===== src/rtl/seq_run_ctrl_pkg.sv =====
// Shared types and default widths for the load/count run controller.
// Imported by the interface, the step counter and the top.
package seq_ctrl_pkg;

  localparam int XW_DEF = 6;
  localparam int SW_DEF = 4;

  typedef enum logic [2:0] {
    IDLE,
    LOAD,
    SETTLING,
    RUN,
    DONE
  } state_e;

endpackage


===== src/rtl/seq_run_ctrl_if.sv =====
// Host + datapath bundle for seq_run_ctrl.
// The controller side uses the slave modport.
interface seq_run_ctrl_if
  import seq_ctrl_pkg::*;
#(
  parameter int XW = XW_DEF,
  parameter int SW = SW_DEF
);
  logic          start;
  logic          abort;
  logic [SW-1:0] cfg_s;
  logic [XW-1:0] cfg_x0;
  logic [XW-1:0] cfg_steps;
  logic [XW-1:0] target_z;
  logic [XW-1:0] z_in;
  logic [XW-1:0] x_out;
  logic [SW-1:0] s_out;
  logic          load_out;
  logic          busy;
  logic          done;
  logic          match;
  logic [XW-1:0] steps_taken;

  modport master (
    output start, abort, cfg_s, cfg_x0,
    output cfg_steps, target_z, z_in,
    input  x_out, s_out, load_out,
    input  busy, done, match, steps_taken
  );

  modport slave (
    input  start, abort, cfg_s, cfg_x0,
    input  cfg_steps, target_z, z_in,
    output x_out, s_out, load_out,
    output busy, done, match, steps_taken
  );
endinterface


===== src/rtl/seq_run_ctrl_step_counter.sv =====
// Saturating step counter: counts up to limit_i and then holds.
// term_o flags that the budget has been used up.
module seq_step_counter
  import seq_ctrl_pkg::*;
#(
  parameter int W = XW_DEF
) (
  input  logic         clk,
  input  logic         reset,
  input  logic         clr_i,
  input  logic         en_i,
  input  logic [W-1:0] limit_i,
  output logic [W-1:0] count_o,
  output logic         term_o
);

  logic [W-1:0] cnt_q, cnt_d;

  assign term_o  = (cnt_q == limit_i);
  assign count_o = cnt_q;

  always_comb begin
    cnt_d = cnt_q;
    if (clr_i)
      cnt_d = '0;
    else if (en_i && !term_o)
      cnt_d = cnt_q + 1'b1;
  end

  always_ff @(posedge clk or posedge reset) begin
    if (reset)
      cnt_q <= '0;
    else
      cnt_q <= cnt_d;
  end

endmodule


===== src/rtl/seq_run_ctrl.sv =====
// Run controller: loads the datapath, then steps X until Z hits
// the target or the step budget is spent.
module seq_run_ctrl
  import seq_ctrl_pkg::*;
#(
  parameter int XW     = XW_DEF,
  parameter int SW     = SW_DEF,
  parameter int SETTLE = 1
) (
  input logic           clk,
  input logic           reset,
  seq_run_ctrl_if.slave bus
);

  localparam logic [2:0] SET_LAST =
    (SETTLE > 0) ? 3'(SETTLE - 1) : 3'd0;

  state_e        state_q, state_d;
  logic [XW-1:0] x_q, x_d;
  logic [SW-1:0] s_q, s_d;
  logic          load_q, load_d;
  logic          busy_q, busy_d;
  logic          done_q, done_d;
  logic          match_q, match_d;
  logic [XW-1:0] taken_q, taken_d;
  logic [XW-1:0] tgt_q, tgt_d;
  logic [XW-1:0] lim_q, lim_d;
  logic [2:0]    set_q, set_d;
  logic          cnt_clr, cnt_en, cnt_term;
  logic [XW-1:0] cnt;

  seq_step_counter #(.W(XW)) u_steps (
    .clk     (clk),
    .reset   (reset),
    .clr_i   (cnt_clr),
    .en_i    (cnt_en),
    .limit_i (lim_q),
    .count_o (cnt),
    .term_o  (cnt_term)
  );

  always_comb begin
    state_d = state_q;
    x_d     = x_q;
    s_d     = s_q;
    load_d  = 1'b0;
    busy_d  = busy_q;
    done_d  = 1'b0;
    match_d = match_q;
    taken_d = taken_q;
    tgt_d   = tgt_q;
    lim_d   = lim_q;
    set_d   = set_q;
    cnt_clr = 1'b0;
    cnt_en  = 1'b0;

    unique case (state_q)
      IDLE: begin
        if (bus.start && !bus.abort) begin
          state_d = LOAD;
          x_d     = bus.cfg_x0;
          s_d     = bus.cfg_s;
          load_d  = 1'b1;
          busy_d  = 1'b1;
          match_d = 1'b0;
          tgt_d   = bus.target_z;
          lim_d   = bus.cfg_steps;
          set_d   = '0;
          cnt_clr = 1'b1;
        end
      end
      LOAD: begin
        state_d = (SETTLE == 0) ? RUN : SETTLING;
      end
      SETTLING: begin
        if (set_q == SET_LAST)
          state_d = RUN;
        else
          set_d = set_q + 3'd1;
      end
      RUN: begin
        // Target compare takes priority over budget exhaustion
        if (bus.z_in == tgt_q) begin
          state_d = DONE;
          busy_d  = 1'b0;
          done_d  = 1'b1;
          match_d = 1'b1;
          taken_d = cnt;
        end else if (cnt_term) begin
          state_d = DONE;
          busy_d  = 1'b0;
          done_d  = 1'b1;
          match_d = 1'b0;
          taken_d = cnt;
        end else begin
          x_d    = x_q + 1'b1;
          cnt_en = 1'b1;
        end
      end
      DONE: begin
        state_d = IDLE;
      end
      default: begin
        state_d = IDLE;
      end
    endcase

    // Abort drops the run silently; steps_taken keeps the last result
    if (bus.abort && (state_q inside {LOAD, SETTLING, RUN})) begin
      state_d = IDLE;
      x_d     = '0;
      s_d     = '0;
      load_d  = 1'b0;
      busy_d  = 1'b0;
      done_d  = 1'b0;
      match_d = 1'b0;
      set_d   = '0;
      cnt_clr = 1'b1;
      cnt_en  = 1'b0;
    end
  end

  always_ff @(posedge clk or posedge reset) begin
    if (reset) begin
      state_q <= IDLE;
      x_q     <= '0;
      s_q     <= '0;
      load_q  <= 1'b0;
      busy_q  <= 1'b0;
      done_q  <= 1'b0;
      match_q <= 1'b0;
      taken_q <= '0;
      tgt_q   <= '0;
      lim_q   <= '0;
      set_q   <= '0;
    end else begin
      state_q <= state_d;
      x_q     <= x_d;
      s_q     <= s_d;
      load_q  <= load_d;
      busy_q  <= busy_d;
      done_q  <= done_d;
      match_q <= match_d;
      taken_q <= taken_d;
      tgt_q   <= tgt_d;
      lim_q   <= lim_d;
      set_q   <= set_d;
    end
  end

  assign bus.x_out       = x_q;
  assign bus.s_out       = s_q;
  assign bus.load_out    = load_q;
  assign bus.busy        = busy_q;
  assign bus.done        = done_q;
  assign bus.match       = match_q;
  assign bus.steps_taken = taken_q;

endmodule


===== src/flat_wrapper.sv =====
// flat-port wrapper written by rule: the top's interface ports become plain ports
module seq_run_ctrl_flat import seq_ctrl_pkg::*;
#(
  parameter int XW     = XW_DEF,
  parameter int SW     = SW_DEF,
  parameter int SETTLE = 1
)
  (clk, reset, bus_start, bus_abort, bus_cfg_s, bus_cfg_x0, bus_cfg_steps, bus_target_z, bus_z_in, bus_x_out, bus_s_out, bus_load_out, bus_busy, bus_done, bus_match, bus_steps_taken);
  seq_run_ctrl_if #(.XW(XW), .SW(SW)) bus_i ();
  input logic clk;
  input logic reset;
  input wire logic [$bits(bus_i.start)-1:0] bus_start;
  input wire logic [$bits(bus_i.abort)-1:0] bus_abort;
  input wire logic [$bits(bus_i.cfg_s)-1:0] bus_cfg_s;
  input wire logic [$bits(bus_i.cfg_x0)-1:0] bus_cfg_x0;
  input wire logic [$bits(bus_i.cfg_steps)-1:0] bus_cfg_steps;
  input wire logic [$bits(bus_i.target_z)-1:0] bus_target_z;
  input wire logic [$bits(bus_i.z_in)-1:0] bus_z_in;
  output wire logic [$bits(bus_i.x_out)-1:0] bus_x_out;
  output wire logic [$bits(bus_i.s_out)-1:0] bus_s_out;
  output wire logic [$bits(bus_i.load_out)-1:0] bus_load_out;
  output wire logic [$bits(bus_i.busy)-1:0] bus_busy;
  output wire logic [$bits(bus_i.done)-1:0] bus_done;
  output wire logic [$bits(bus_i.match)-1:0] bus_match;
  output wire logic [$bits(bus_i.steps_taken)-1:0] bus_steps_taken;
  assign bus_i.start = bus_start;
  assign bus_i.abort = bus_abort;
  assign bus_i.cfg_s = bus_cfg_s;
  assign bus_i.cfg_x0 = bus_cfg_x0;
  assign bus_i.cfg_steps = bus_cfg_steps;
  assign bus_i.target_z = bus_target_z;
  assign bus_i.z_in = bus_z_in;
  assign bus_x_out = bus_i.x_out;
  assign bus_s_out = bus_i.s_out;
  assign bus_load_out = bus_i.load_out;
  assign bus_busy = bus_i.busy;
  assign bus_done = bus_i.done;
  assign bus_match = bus_i.match;
  assign bus_steps_taken = bus_i.steps_taken;
  seq_run_ctrl #(.XW(XW), .SW(SW), .SETTLE(SETTLE)) u_core (.clk(clk), .reset(reset), .bus(bus_i));
endmodule

===== config.mk =====
export PLATFORM = sky130hd
export DESIGN_NAME = seq_run_ctrl_flat
export DESIGN_NICKNAME = d
export VERILOG_FILES = /design/src/rtl/seq_run_ctrl_pkg.sv /design/src/rtl/seq_run_ctrl_if.sv /design/src/rtl/seq_run_ctrl_step_counter.sv /design/src/rtl/seq_run_ctrl.sv /design/src/flat_wrapper.sv
export SDC_FILE = /design/constraint.sdc
export NUM_CORES = 1
export LEC_CHECK = 0
export ABC_CLOCK_PERIOD_IN_PS = 3760
export BUFFER_PORTS_ARGS = -buffer_cell sky130_fd_sc_hd__buf_2
export CORE_ASPECT_RATIO = 0.7
export CORE_UTILIZATION = 50
export DETAILED_ROUTE_END_ITERATION = 12
export PLACE_DENSITY = 0.79
export SKIP_LAST_GASP = 1
export SLEW_MARGIN = 10
export SYNTH_ARGS = -nofsm -noshare
export SYNTH_HDL_FRONTEND = slang
export SYNTH_SLANG_ARGS = --single-unit

===== constraint.sdc =====
create_clock -name clk -period 3.76 [get_ports clk]
set_clock_uncertainty 0.2 [all_clocks]
set_input_delay 0.376 -clock clk [delete_from_list [all_inputs] [get_ports clk]]
set_output_delay 0.376 -clock clk [all_outputs]
set_load 0.05 [all_outputs]

After elaboration in Yosys (flattened, before gate mapping)
Cells that the tools add are included.

operators by class
  add/sub/neg operators = 3
  reduce and logical (&&, ||, !) cells = 21
  mux-type cells = 43
  eq/ne operators = 11

operator list
  cell                   count
  $mux W6                8
  $mux W3                8
  $mux W1                19
  $add A6 B1 Y6 const B  2
  $eq A6 B6 Y1           2
  $mux W4                3
  $pmux W3 S4            1
  $pmux W6 S2            1
  $ne A3 B3 Y1 const B   3
  $reduce_and A3 Y1      3
  $reduce_bool A3 Y1     3
  $reduce_bool A2 Y1     4
  $eq A3 B2 Y1 const B   2
  $logic_not A3 Y1       2
  $pmux W3 S2            1
  $reduce_and A2 Y1      3
  $ne A4 B3 Y1 const B   1
  $pmux W1 S2            2
  $reduce_and A4 Y1      1
  $add A3 B1 Y3 const B  1
  $eq A3 B1 Y1 const B   1
  $logic_and A1 B1 Y1    3
  $ne A3 B1 Y1 const B   1
  $ne A3 B2 Y1 const B   1
  $logic_not A1 Y1       2

word-level totals
  logic and storage cells = 90
  bits in registers = 44

Logic depth before layout (Yosys ltp)
Gate-level depths: netlist of run 1.

  word-level depth = 8
  gate-level depth with buffers = 7

By module
Synthesis of run 1 repeated with hierarchy kept, for this count alone.

second synthesis, totals
  cells, all modules = 224
  area total of the unflattened synthesis = 2307.2 µm²

modules (own cells, without submodules)
  module            cells an instance  sequential area each (µm²)  area each (µm²)  instances
  seq_run_ctrl      177                950.9                       1868.0           1
  seq_step_counter  47                 150.1                       439.2            1

Worst setup path after synthesis of run 1
OpenSTA, ideal clock, no wires.

  path type = input to register
  start point = in bus_abort
  end point = reg u_core.x_q[0] (netlist: u_core.bus.x_out[0])
  cell stages on the path = 5
  path slack = 1.819 ns
  required time = 3.432 ns
  buffers on the path = 1
  library setup time = 0.128 ns
  data arrival time = 1.614 ns
  path through = buf_6 or4b_4 a21o_2 o21ai_1 mux2_1

on the way
  longest elaborated chain between the ends = 4
  elaborated cells on any way between the ends = 9
  classes of those cells = eq/ne: 3; mux: 1; reduce/logical: 5

ends and longest elaborated chain
  what                         RTL line             RTL
  start, declared              flat_wrapper.sv:13   input wire logic [$bits(bus_i.abort)-1:0] bus_abort;
  $logic_not A1 Y1             seq_run_ctrl.sv:59   if (bus.start && !bus.abort) begin
  $logic_and A1 B1 Y1          seq_run_ctrl.sv:59
  $ne A3 B1 Y1 (no line)       n/a
  $reduce_and A4 Y1 (no line)  n/a
  end signal, assigned         seq_run_ctrl.sv:126  x_q <= '0;
  end signal, assigned         seq_run_ctrl.sv:138  x_q <= x_d;
  end, declared                seq_run_ctrl.sv:19   logic [XW-1:0] x_q, x_d;

Parallel ways exist; a longest one is shown, timed or not.
A chain may end at the register's enable or synchronous reset.

Final worst setup path of run 1
  start point = reg u_core.state_q[2]
  end point = reg u_core.busy_q (netlist: u_core.bus.busy)

on the way
  longest elaborated chain between the ends = 5
  elaborated cells on any way between the ends = 12
  classes of those cells = eq/ne: 5; mux: 2; reduce/logical: 5

ends and longest elaborated chain
  what                                            RTL line             RTL
  start, declared                                 seq_run_ctrl.sv:18   state_e state_q, state_d;
  start signal, assigned                          seq_run_ctrl.sv:137  state_q <= state_d;
  $eq A3 B1 Y1 (tied with other cells)            seq_run_ctrl.sv:109  if (bus.abort && (state_q inside {LOAD, SETTLING, RUN})) begin
  $reduce_bool A3 Y1                              seq_run_ctrl.sv:109
  $logic_and A1 B1 Y1                             seq_run_ctrl.sv:109
  $ne A4 B3 Y1 (no line) (tied with other cells)  n/a
  $reduce_and A3 Y1 (no line)                     n/a
  end signal, assigned                            seq_run_ctrl.sv:141  busy_q <= busy_d;
  end, declared                                   seq_run_ctrl.sv:22   logic busy_q, busy_d;

Parallel ways exist; a longest one is shown, timed or not.

==> run_results.csv, run 1 <==
group,metric,value,unit
pwr,p_switching,0.4886,mW
setup_path,worstReg2RegStart,"u_core.state_q[2]",
place,dp_slack,1.201,ns
setup_path,r2r-end,"u_core.bus.busy",
final_layout,drive_gt1_share,26.64,%
routing,routedWlPerCell,13.91,µm
timing,hold_viol,0,
setup_path,critPathKind,"reg2reg",
pwr,seq_power_share,44.6,%
timing,finalCritPeriodShare,68.45,%
final_layout,finalNetCount,324,
synth,ys_top_cells_by_area,"dfrtp_1, nand2_1, xnor2_1",
synth,synthFlopType,"dfrtp_1",
final_layout,diodes,0,
pwr,power_frac_comb,29.0,%
timing,period_needed,2.574,ns
pwr,peakVddDrop,341.9,µV
clocking,clock_latency,0.29,ns
final_layout,finalNonFillerCells,344,
setup_path,cpLargestDelayFamily,"simple AND/OR/NAND/NOR gates",
synth,postSynthCellCount,239,
grt,grt_overflow,0,
synth,yosys_warnings,0,
final_layout,multi_input_area,0.001109,mm²
pwr,internal-power,0.8658,mW
clocking,cts_buffers,5,
floorplan,rows,20,
timing,tns,0,ns
synth,synth_nets,275,
place,dp.cells,336,
pwr,switching_share,36.07,%
clocking,clk_pin_slew,0.08,ns
synth,synth_commonest_cells,"nand2_1, dfrtp_1, nor2_1",
grt,grtUsageTotal,20.39,%
setup_path,slowest_stage,"dfrtp_1",
min_path,min-delay-path-class,"in2async",
grt,grt_max_degree,24,
synth,synth_seq_cells,44,
clocking,cts_tree,"done",
synth,synth_area_leader_cell,"dfrtp_1",
synth,synth_top_cell_area_share,47.59,%
routing,via_per_inst,5.320,
synth,synth_fa_ha_area_share,2.163,%
final_layout,fin_util,61.00,%
timing,max_freq,0.3886,GHz
routing,detail_route.iter0.violations,114,
clocking,ctsResizeCount,0,
pwr,power.density,507.0,mW/mm²
synth,synthArstFlopShare,100.0,%
grt,grt_antenna_before_repair,0,
pwr,clkPwrFrac,26.4,%
final_layout,syn_to_final_growth,15.47,%
final_layout,final.fill_count,359,
synth,synthMuxAreaShare,4.273,%
grt,grt_pass1_wl,7879,µm
setup_path,crit_top_cell,"nor2_1",
setup_path,rr_worst_depth,5,
synth,yosys.area_share.simple,22.99,%
timing,drv_slew,0,
setup_path,cp_cell_sequence,"nor3_1 -> nand3b_1 -> clkinv_1 -> nor2_1 -> nor2_1",
setup_path,reg2reg_slack,1.19,ns
place,dpl.hpwl,3424,µm
synth,netlist_area,0.002313,mm²
status,outcome,"finished clean",
place,place.gp.congestion,0.7784,
setup_path,arrival,2.56,ns
grt,first_global_vias,1656,
timing,finalSetupViolCount,0,
floorplan,fp.dieW,83.30,µm
setup_path,crit_fanout,18,
clocking,ctsLongestPathBuffers,2,
routing,ant_nets,0,
timing,rsz0062_at_grt,"no",
routing,wl,4784,µm
setup_path,critical_path.max_stage_delay,0.64,ns
timing,slew_headroom,45.64,%
final_layout,regArea,0.001101,mm²
routing,drcViolationCount,0,
synth,synth_compound_area_share,13.95,%
setup_path,critPathBufInv,1,
floorplan,io_pins,52,
setup_path,end_kind,"flop",
routing,dr.pass1.iters,5,
routing,vias,1830,
place,numPortBuffers,51,
synth,synth_edf_count,0,
synth,synth_xor_xnor_area_share,4.543,%
synth,synth_top_family_by_area,"simple AND/OR/NAND/NOR gates",
floorplan,dieArea,0.004907,mm²
clocking,cts.sinks,44,
timing,worstMarginPinSlew,0.8145,ns
synth,synth.yosys.seq_area_share,47.59,%
setup_path,startpoint,"u_core.state_q[2]",
run,drv_cap,0,
synth,synth_most_common_cell,"nand2_1",
clocking,cts_setup_buffers,0,
clocking,cts-root-buf,"clkbuf_8",
floorplan,dieHeight,58.91,µm
timing,setup_slack,1.186,ns
floorplan,start_util,52.83,%
synth,synth_cell_type_count,51,
pwr,p_leak,1.336,nW
synth,avgSynthCellArea,9.680,µm²
setup_path,cp-start-kind,"flop",
floorplan,core-area,0.004379,mm²
setup_path,worstPathRequired,3.75,ns
clocking,cts_hold_buf,0,
clocking,htree_num_levels,2,
[logic make-up (layout without fill, tap and decap cells)]
logic type,count (synthesis),count (layout)
and+or+nand+nor,109,109
AOI/OAI and AO/OA,46,46
DFF,44,44
buffers and inverters,15,65
xor gates and xnor gates,12,12
muxes,9,9
adders and majority gates,4,4
[state kept, by name, indices dropped and copies added, names as in the netlist]
name / flops
u_core.bus.steps_taken: 6
u_core.bus.x_out: 6
u_core.lim_q: 6
u_core.tgt_q: 6
u_core.u_steps.count_o: 6
u_core.bus.s_out: 4
u_core.set_q: 3
u_core.state_q: 3
u_core.bus.busy: 1
u_core.bus.done: 1
u_core.bus.load_out: 1
u_core.bus.match: 1
[metrics by stage]
step                      hold slack, ns  area [µm²]  total power [mW]
final                            0.02481        2671             1.354
after floorplan                   0.2665        2313            0.9141
after global routing             0.06158        2671             1.429
after detailed placement          0.2691        2564             1.006
after global placement            0.2635        2564            0.9972
after CTS                        0.05391        2671             1.358
[power by group through the flow]
| stage | clock [mW] | sequential, mW | combinational, mW |
|---|---|---|---|
| floorplan | 0 | 0.706 | 0.208 |
| global route | 0.386 | 0.613 | 0.430 |
| detailed placement | 0 | 0.612 | 0.394 |
| finish | 0.358 | 0.604 | 0.393 |
| CTS | 0.359 | 0.603 | 0.396 |
| global placement | 0 | 0.611 | 0.387 |
[layout by cell type, fill, tap and decap left out, types with 2 or more instances in the layout]
| master | n |
|---|---|
| a21o_1 | 2 |
| a21oi_1 | 8 |
| a32o_1 | 2 |
| and3_1 | 3 |
| buf_2 | 51 |
| buf_4 | 2 |
| clkbuf_8 | 5 |
| dfrtp_1 | 44 |
| ha_1 | 4 |
| inv_1 | 3 |
| mux2_1 | 3 |
| mux2_2 | 4 |
| mux2i_1 | 2 |
| nand2_1 | 59 |
| nand3_1 | 10 |
| nand4_1 | 4 |
| nor2_1 | 14 |
| nor3_1 | 3 |
| nor3_2 | 3 |
| nor3_4 | 2 |
| o21ai_0 | 11 |
| o21ai_1 | 2 |
| o2bb2ai_1 | 4 |
| o31ai_1 | 3 |
| or4_1 | 2 |
| xnor2_1 | 12 |
[area by class of cell]
cell class / count / area share, %
multi-input cells: 180 / 41.50
flip-flops and latches: 44 / 41.22
repair buffers: 53 / 10.12
clock buffers: 6 / 2.717
well taps: 55 / 2.576
clock inverters: 2 / 1.311
inverters: 4 / 0.5621
[worst max-delay path by stage]
stage / depth (start not counted) / slack [ns] / end
after floorplan: 5 / 1.82 / u_core.bus.x_out[0]
after global placement: 5 / 1.34 / u_core.bus.s_out[3]
after detailed placement: 5 / 1.20 / u_core.bus.busy
after CTS: 5 / 1.17 / u_core.bus.busy
after global routing: 5 / 0.93 / u_core.bus.busy
final: 5 / 1.19 / u_core.bus.busy
[worst reg2reg max path: cells and delay by family, from the launching register on]
family,cells,cell delay [ns]
flops,1,0.64
simple gates,4,1.03
buf+inv,1,0.61
[layer usage]
layer  share of wire, %  track usage (%)  vias up  routed length (µm)
met5                  0                0        -                   0
met2                 42            30.68       51                1999
met4              0.084            2.956        0                   4
met1                 52            29.70      839                2489
met3                6.1            6.452        2                 290
li1                   -                -      938                   -
Note: power is estimated with default switching activity, not from simulation.
==> run 2, diff against run 1 <==
--- a/config.mk
+++ b/config.mk
@@ -5,10 +5,10 @@
 export SDC_FILE = /design/constraint.sdc
 export NUM_CORES = 1
 export LEC_CHECK = 0
-export ABC_CLOCK_PERIOD_IN_PS = 3760
+export ABC_CLOCK_PERIOD_IN_PS = 2300
 export BUFFER_PORTS_ARGS = -buffer_cell sky130_fd_sc_hd__buf_2
 export CORE_ASPECT_RATIO = 0.7
-export CORE_UTILIZATION = 50
+export CORE_UTILIZATION = 48
 export DETAILED_ROUTE_END_ITERATION = 12
 export PLACE_DENSITY = 0.79
 export SKIP_LAST_GASP = 1
==> constraint.sdc (replaced) <==
create_clock -name clk -period 2.3 [get_ports clk]
set_clock_uncertainty 0.2 [all_clocks]
set_input_delay 0.23 -clock clk [delete_from_list [all_inputs] [get_ports clk]]
set_output_delay 0.23 -clock clk [all_outputs]
set_load 0.05 [all_outputs]
==> run 2 against run 1 <==
The flow now finishes with violations (DRC). Sequential power rose by 63%. Register-to-register slack lost 1.0 ns. Global-route usage grew 2.4 points. Power increased by 68%. Design area grew 9.4%. Via count up 8.1%. Die area increased by 4.0%. Routed wire length grew 13%. Clock power increased by 64%. Maximum frequency rose by 20%. Worst setup slack got worse by 1.0 ns. Critical endpoint is now u_core.bus.steps_taken[2]. Largest power group unchanged.
==> run_results.csv, run 2 (synthesis results as in run 1) <==
group,metric,value,unit
setup_path,end_kind,"flop",
pwr,p_leak,1.453,nW
min_path,min_from,"bus_abort",
pwr,peakVddDrop,400.9,µV
timing,tns,0,ns
setup_path,critical_path.max_stage_delay,0.46,ns
floorplan,dieHeight,60.09,µm
status,outcome,"finished with violations",
final_layout,layout_commonest_cell,"nand2_1",
final_layout,diodes,0,
floorplan,core-area,0.004479,mm²
setup_path,slowest_stage,"dfrtp_1",
timing,slew_headroom,50.83,%
clocking,cts_setup_buffers,0,
run,drv_cap,0,
min_path,min-delay-path-class,"in2reg",
routing,wl_met3,316,µm
timing,worstMarginPinSlew,0.7330,ns
timing,setup_slack,0.1536,ns
routing,met1Wirelength,2578,µm
floorplan,start_util,51.65,%
grt,grtUsageTotal,22.79,%
place,dpl-instance-area,0.002644,mm²
final_layout,final.fill_count,373,
pwr,power.density,778.7,mW/mm²
floorplan,fp.dieW,84.98,µm
timing,finalSetupViolCount,0,
grt,first_global_vias,1886,
routing,via_per_inst,5.346,
timing,drv_slew,0,
clocking,cts-root-buf,"clkbuf_8",
setup_path,rr_worst_depth,5,
setup_path,worstPathRequired,2.29,ns
final_layout,drive_gt1_share,27.30,%
timing,rsz0062_at_grt,"no",
final_layout,multi_input_area,0.001109,mm²
routing,routedWlPerCell,14.57,µm
routing,top_layer,"met4",
clocking,cts.sinks,44,
routing,drcViolationCount,5,
grt,grt_pass1_wl,8845,µm
setup_path,worstReg2RegStart,"u_core.u_steps.count_o[2]",
clocking,ctsResizeCount,0,
clocking,clk_pin_slew,0.08,ns
routing,detail_route.iter0.violations,113,
final_layout,layout_common_cells,"nand2_1, buf_2, dfrtp_1",
grt,grt_max_degree,27,
routing,dr.pass1.iters,11,
place,dpl.hpwl,3738,µm
final_layout,finalNetCount,350,
setup_path,reg2reg_slack,0.15,ns
grt,grt_overflow,0,
clocking,cts_hold_buf,17,
clocking,cts_tree,"done",
setup_path,r2r-end,"u_core.bus.steps_taken[2]",
timing,finalCritPeriodShare,93.32,%
clocking,clock_latency,0.30,ns
min_path,holdPathStages,2,
grt,grt_antenna_before_repair,0,
routing,ant_nets,0,
place,place.gp.congestion,0.8174,
floorplan,rows,20,
place,dp_slack,0.1817,ns
status,violations,"DRC",
floorplan,io_pins,52,
setup_path,cp-start-kind,"flop",
routing,wl,5391,µm
final_layout,syn_to_final_growth,26.28,%
setup_path,arrival,2.13,ns
min_path,hold_path_end,"u_core.state_q[1]",
floorplan,dieArea,0.005106,mm²
clocking,htree_num_levels,2,
setup_path,critPathKind,"reg2reg",
clocking,ctsLongestPathBuffers,2,
timing,hold_viol,0,
timing,max_freq,0.4659,GHz
clocking,cts_buffers,5,
setup_path,cp_cell_sequence,"xnor2_1 -> nand4_1 -> o22a_1 -> nor3_4 -> mux2_2",
routing,vias,1978,
timing,period_needed,2.146,ns
routing,route.met2.wl,2468,µm
final_layout,postLayoutCellArea,0.002922,mm²
place,numPortBuffers,51,
final_layout,regArea,0.001101,mm²
setup_path,crit_fanout,6,
[run 2: final cells by class]
cell class,instances,share of cell area [%]
clock inverters,2,1.199
well taps,55,2.355
multi-input cells,180,37.94
flip-flops and latches,44,37.69
clock buffers,6,2.484
repair buffers,79,17.82
inverters,4,0.5139
[run 2: stage by stage]
stage | hold WS (ns) | cells | power, mW | utilization, %
after floorplan | 0.1354 | 239 | 1.494 | -
after global placement | 0.09140 | 345 | 1.652 | 59.02
after detailed placement | 0.09599 | 345 | 1.668 | 59.02
after CTS | 0.04389 | 370 | 2.279 | 65.22
after global routing | 0.05563 | 370 | 2.390 | 65.22
final | 0.04977 | 370 | 2.275 | 65.22
[run 2: worst max-delay path by stage]
stage / slack [ns] / to / start
5_1_grt: 0.06 / u_core.bus.steps_taken[0] / u_core.tgt_q[2]
3_5_place_dp: 0.18 / u_core.bus.steps_taken[2] / u_core.u_steps.count_o[2]
3_3_place_gp: 0.25 / u_core.bus.steps_taken[1] / u_core.tgt_q[2]
6_report: 0.15 / u_core.bus.steps_taken[2] / u_core.u_steps.count_o[2]
2_1_floorplan: 0.41 / u_core.bus.steps_taken[0] / u_core.tgt_q[2]
4_1_cts: 0.17 / u_core.bus.steps_taken[2] / u_core.u_steps.count_o[2]
[run 2: worst max-delay path: cells and delay by family (launching register included)]
kind	cells	cell delay (ns)
compound gates	1	0.29
simple gates	2	0.51
mux	1	0.38
flops	1	0.46
xor+xnor	1	0.20
[run 2: power by group]
group	leakage, nW	internal [mW]	total [mW]	switching [mW]
registers	0.581	0.878	0.982	0.104
logic	0.817	0.254	0.706	0.452
clock network	0.0552	0.322	0.587	0.265
[run 2: metal layers]
layer  track usage (%)  up-vias
li1                  -      986
met4             4.358        0
met5                 0        -
met2             37.44       60
met3             5.801        4
met1             31.11      928
==> run 3, diff against run 2 <==
--- a/config.mk
+++ b/config.mk
@@ -7,10 +7,11 @@
 export LEC_CHECK = 0
 export ABC_CLOCK_PERIOD_IN_PS = 2300
 export BUFFER_PORTS_ARGS = -buffer_cell sky130_fd_sc_hd__buf_2
-export CORE_ASPECT_RATIO = 0.7
-export CORE_UTILIZATION = 48
+export CELL_PAD_IN_SITES_DETAIL_PLACEMENT = 1
+export CELL_PAD_IN_SITES_GLOBAL_PLACEMENT = 1
+export CORE_UTILIZATION = 37
 export DETAILED_ROUTE_END_ITERATION = 12
-export PLACE_DENSITY = 0.79
+export PLACE_DENSITY = 0.8
 export SKIP_LAST_GASP = 1
 export SLEW_MARGIN = 10
 export SYNTH_ARGS = -nofsm -noshare
==> run 3 against run 2 <==
The flow now finishes without violations. Maximum frequency down 0.54%. First-iteration DRC count down 13%. Count of clock-buffer cells in the layout stayed put. Register-to-register slack is essentially flat. Worst setup slack got worse by 0.012 ns. Routed wire length is 13% higher. Final cell count is 6.5% higher. Clock power shrank 21%. Combinational power rose by 3%. Critical endpoint is now u_core.bus.steps_taken[0]. Largest cell class unchanged.
==> run_results.csv, run 3 (synthesis results as in run 1) <==
group,metric,value,unit
final_layout,layout_common_cells,"nand2_1, buf_2, dfrtp_1",
floorplan,rows,28,
timing,drv_slew,0,
routing,wl,6103,µm
setup_path,critPathBufInv,0,
setup_path,reg2reg_slack,0.14,ns
floorplan,dieHeight,81.08,µm
final_layout,regArea,0.001101,mm²
clocking,cts_buffers,5,
final_layout,diodes,0,
routing,drcViolationCount,0,
setup_path,slowest_stage,"dfrtp_1",
final_layout,postLayoutCellArea,0.002942,mm²
routing,vias,2085,
clocking,clk_pin_slew,0.08,ns
pwr,p_leak,1.464,nW
setup_path,cp-start-kind,"flop",
timing,slew_headroom,61.73,%
place,dpl.hpwl,4419,µm
timing,max_freq,0.4634,GHz
floorplan,core-area,0.005991,mm²
final_layout,drive_gt1_share,28.21,%
routing,via_per_inst,5.292,
setup_path,rr_worst_depth,5,
min_path,min_from,"bus_abort",
clocking,cts-root-buf,"clkbuf_8",
timing,finalCritPeriodShare,93.83,%
final_layout,finalNetCount,355,
routing,routedWlPerCell,15.49,µm
setup_path,worstReg2RegStart,"u_core.tgt_q[1]",
grt,grt_max_degree,45,
floorplan,dieArea,0.006573,mm²
grt,grt_overflow,0,
setup_path,r2r-end,"u_core.bus.steps_taken[0]",
final_layout,final.fill_count,723,
setup_path,crit_fanout,7,
timing,tns,0,ns
final_layout,syn_to_final_growth,27.15,%
setup_path,end_kind,"flop",
setup_path,critical_path.max_stage_delay,0.41,ns
clocking,ctsLongestPathBuffers,2,
timing,finalSetupViolCount,0,
place,place.gp.congestion,0.8290,
place,numPortBuffers,51,
clocking,cts_tree,"done",
floorplan,io_pins,52,
routing,ant_nets,0,
floorplan,fp.dieW,81.08,µm
min_path,holdPathStages,2,
clocking,htree_num_levels,2,
floorplan,start_util,38.62,%
status,outcome,"finished clean",
grt,first_global_vias,2121,
pwr,power.density,735.2,mW/mm²
setup_path,worstPathRequired,2.28,ns
routing,detail_route.iter0.violations,98,
setup_path,critPathKind,"reg2reg",
grt,grt_antenna_before_repair,0,
setup_path,cp_cell_sequence,"xnor2_1 -> nand4_1 -> o22a_1 -> nor3_4 -> mux2_2",
final_layout,multi_input_area,0.001109,mm²
grt,grt_pass1_wl,10180,µm
clocking,cts.sinks,44,
routing,dr.pass1.iters,4,
min_path,hold_path_end,"u_core.state_q[1]",
final_layout,layout_commonest_cell,"nand2_1",
grt,grtUsageTotal,20.56,%
pwr,peakVddDrop,427.5,µV
place,dpl-instance-area,0.002694,mm²
run,drv_cap,0,
timing,holdWs,0.07446,ns
setup_path,arrival,2.14,ns
timing,worstMarginPinSlew,0.5740,ns
min_path,min-delay-path-class,"in2reg",
timing,rsz0062_at_grt,"no",
timing,hold_viol,0,
clocking,clock_latency,0.29,ns
timing,period_needed,2.158,ns
setup_path,cpLargestDelayFamily,"simple AND/OR/NAND/NOR gates",
## run 3: changes by cell type in the layout (fill, tap and decap cells not counted), sizes merged
cell / previous run / this run
clkinv: 3 / 2
buf: 62 / 67
bufinv: 1 / 0
inv: 2 / 3
## run 3: per-stage QoR
step	power (mW)	setup WS [ns]	std cells	util [%]
6_report	2.163	0.1419	394	49.10
2_1_floorplan	1.494	0.4133	239	-
3_5_place_dp	1.693	0.1573	370	44.97
4_1_cts	2.175	0.08519	394	49.10
3_3_place_gp	1.666	0.2257	370	44.97
5_1_grt	2.286	0.01078	394	49.10
## run 3: worst reg2reg max path, delay by kind of cell, from the launching register on
kind / cells / cell delay (ns)
AND/OR/NAND/NOR: 2 / 0.50
XOR/XNOR: 1 / 0.20
AO/OA/AOI/OAI: 1 / 0.36
flip-flops: 1 / 0.41
multiplexers: 1 / 0.38
## run 3: what timing repair did
action                                  in CTS  in global routing
endpoints found under the setup margin       0                  6
endpoints found under the hold margin       60                  0
hold buffers                                17                  0
gates resized for setup                      0                  0
buffers inserted                             0                  0
## run 3: worst max path at each step
stage / start / endpoint / cells past startpoint
6_report: u_core.tgt_q[1] / u_core.bus.steps_taken[0] / 5
5_1_grt: u_core.tgt_q[1] / u_core.bus.steps_taken[1] / 5
4_1_cts: u_core.tgt_q[1] / u_core.bus.steps_taken[0] / 5
3_5_place_dp: u_core.tgt_q[2] / u_core.bus.steps_taken[0] / 5
3_3_place_gp: u_core.tgt_q[2] / u_core.bus.steps_taken[3] / 5
2_1_floorplan: u_core.tgt_q[2] / u_core.bus.steps_taken[0] / 5
## run 3: metal layers
metal	global-route usage, %	vias up	share of wire [%]
met5	0	-	0
met4	4.821	0	0.88
met3	3.483	8	3.8
met2	36.72	53	52
met1	25.69	1036	43
li1	-	988	-
## run 3: layout make-up
class                   instances  area share [%]
multi-input cells             180           37.69
flip-flops and latches         44           37.43
repair buffers                 84           18.55
well taps                      75           3.190
clock buffers                   6           2.467
inverters                       4          0.5104
clock inverters                 1          0.1701
## run 3: power breakdown
part	switching, mW	total, mW	leakage [nW]	internal [mW]
Combinational	0.466	0.724	0.842	0.258
Sequential	0.0977	0.976	0.581	0.878
Clock	0.255	0.462	0.0410	0.207
Total	0.819	2.16	1.46	1.34
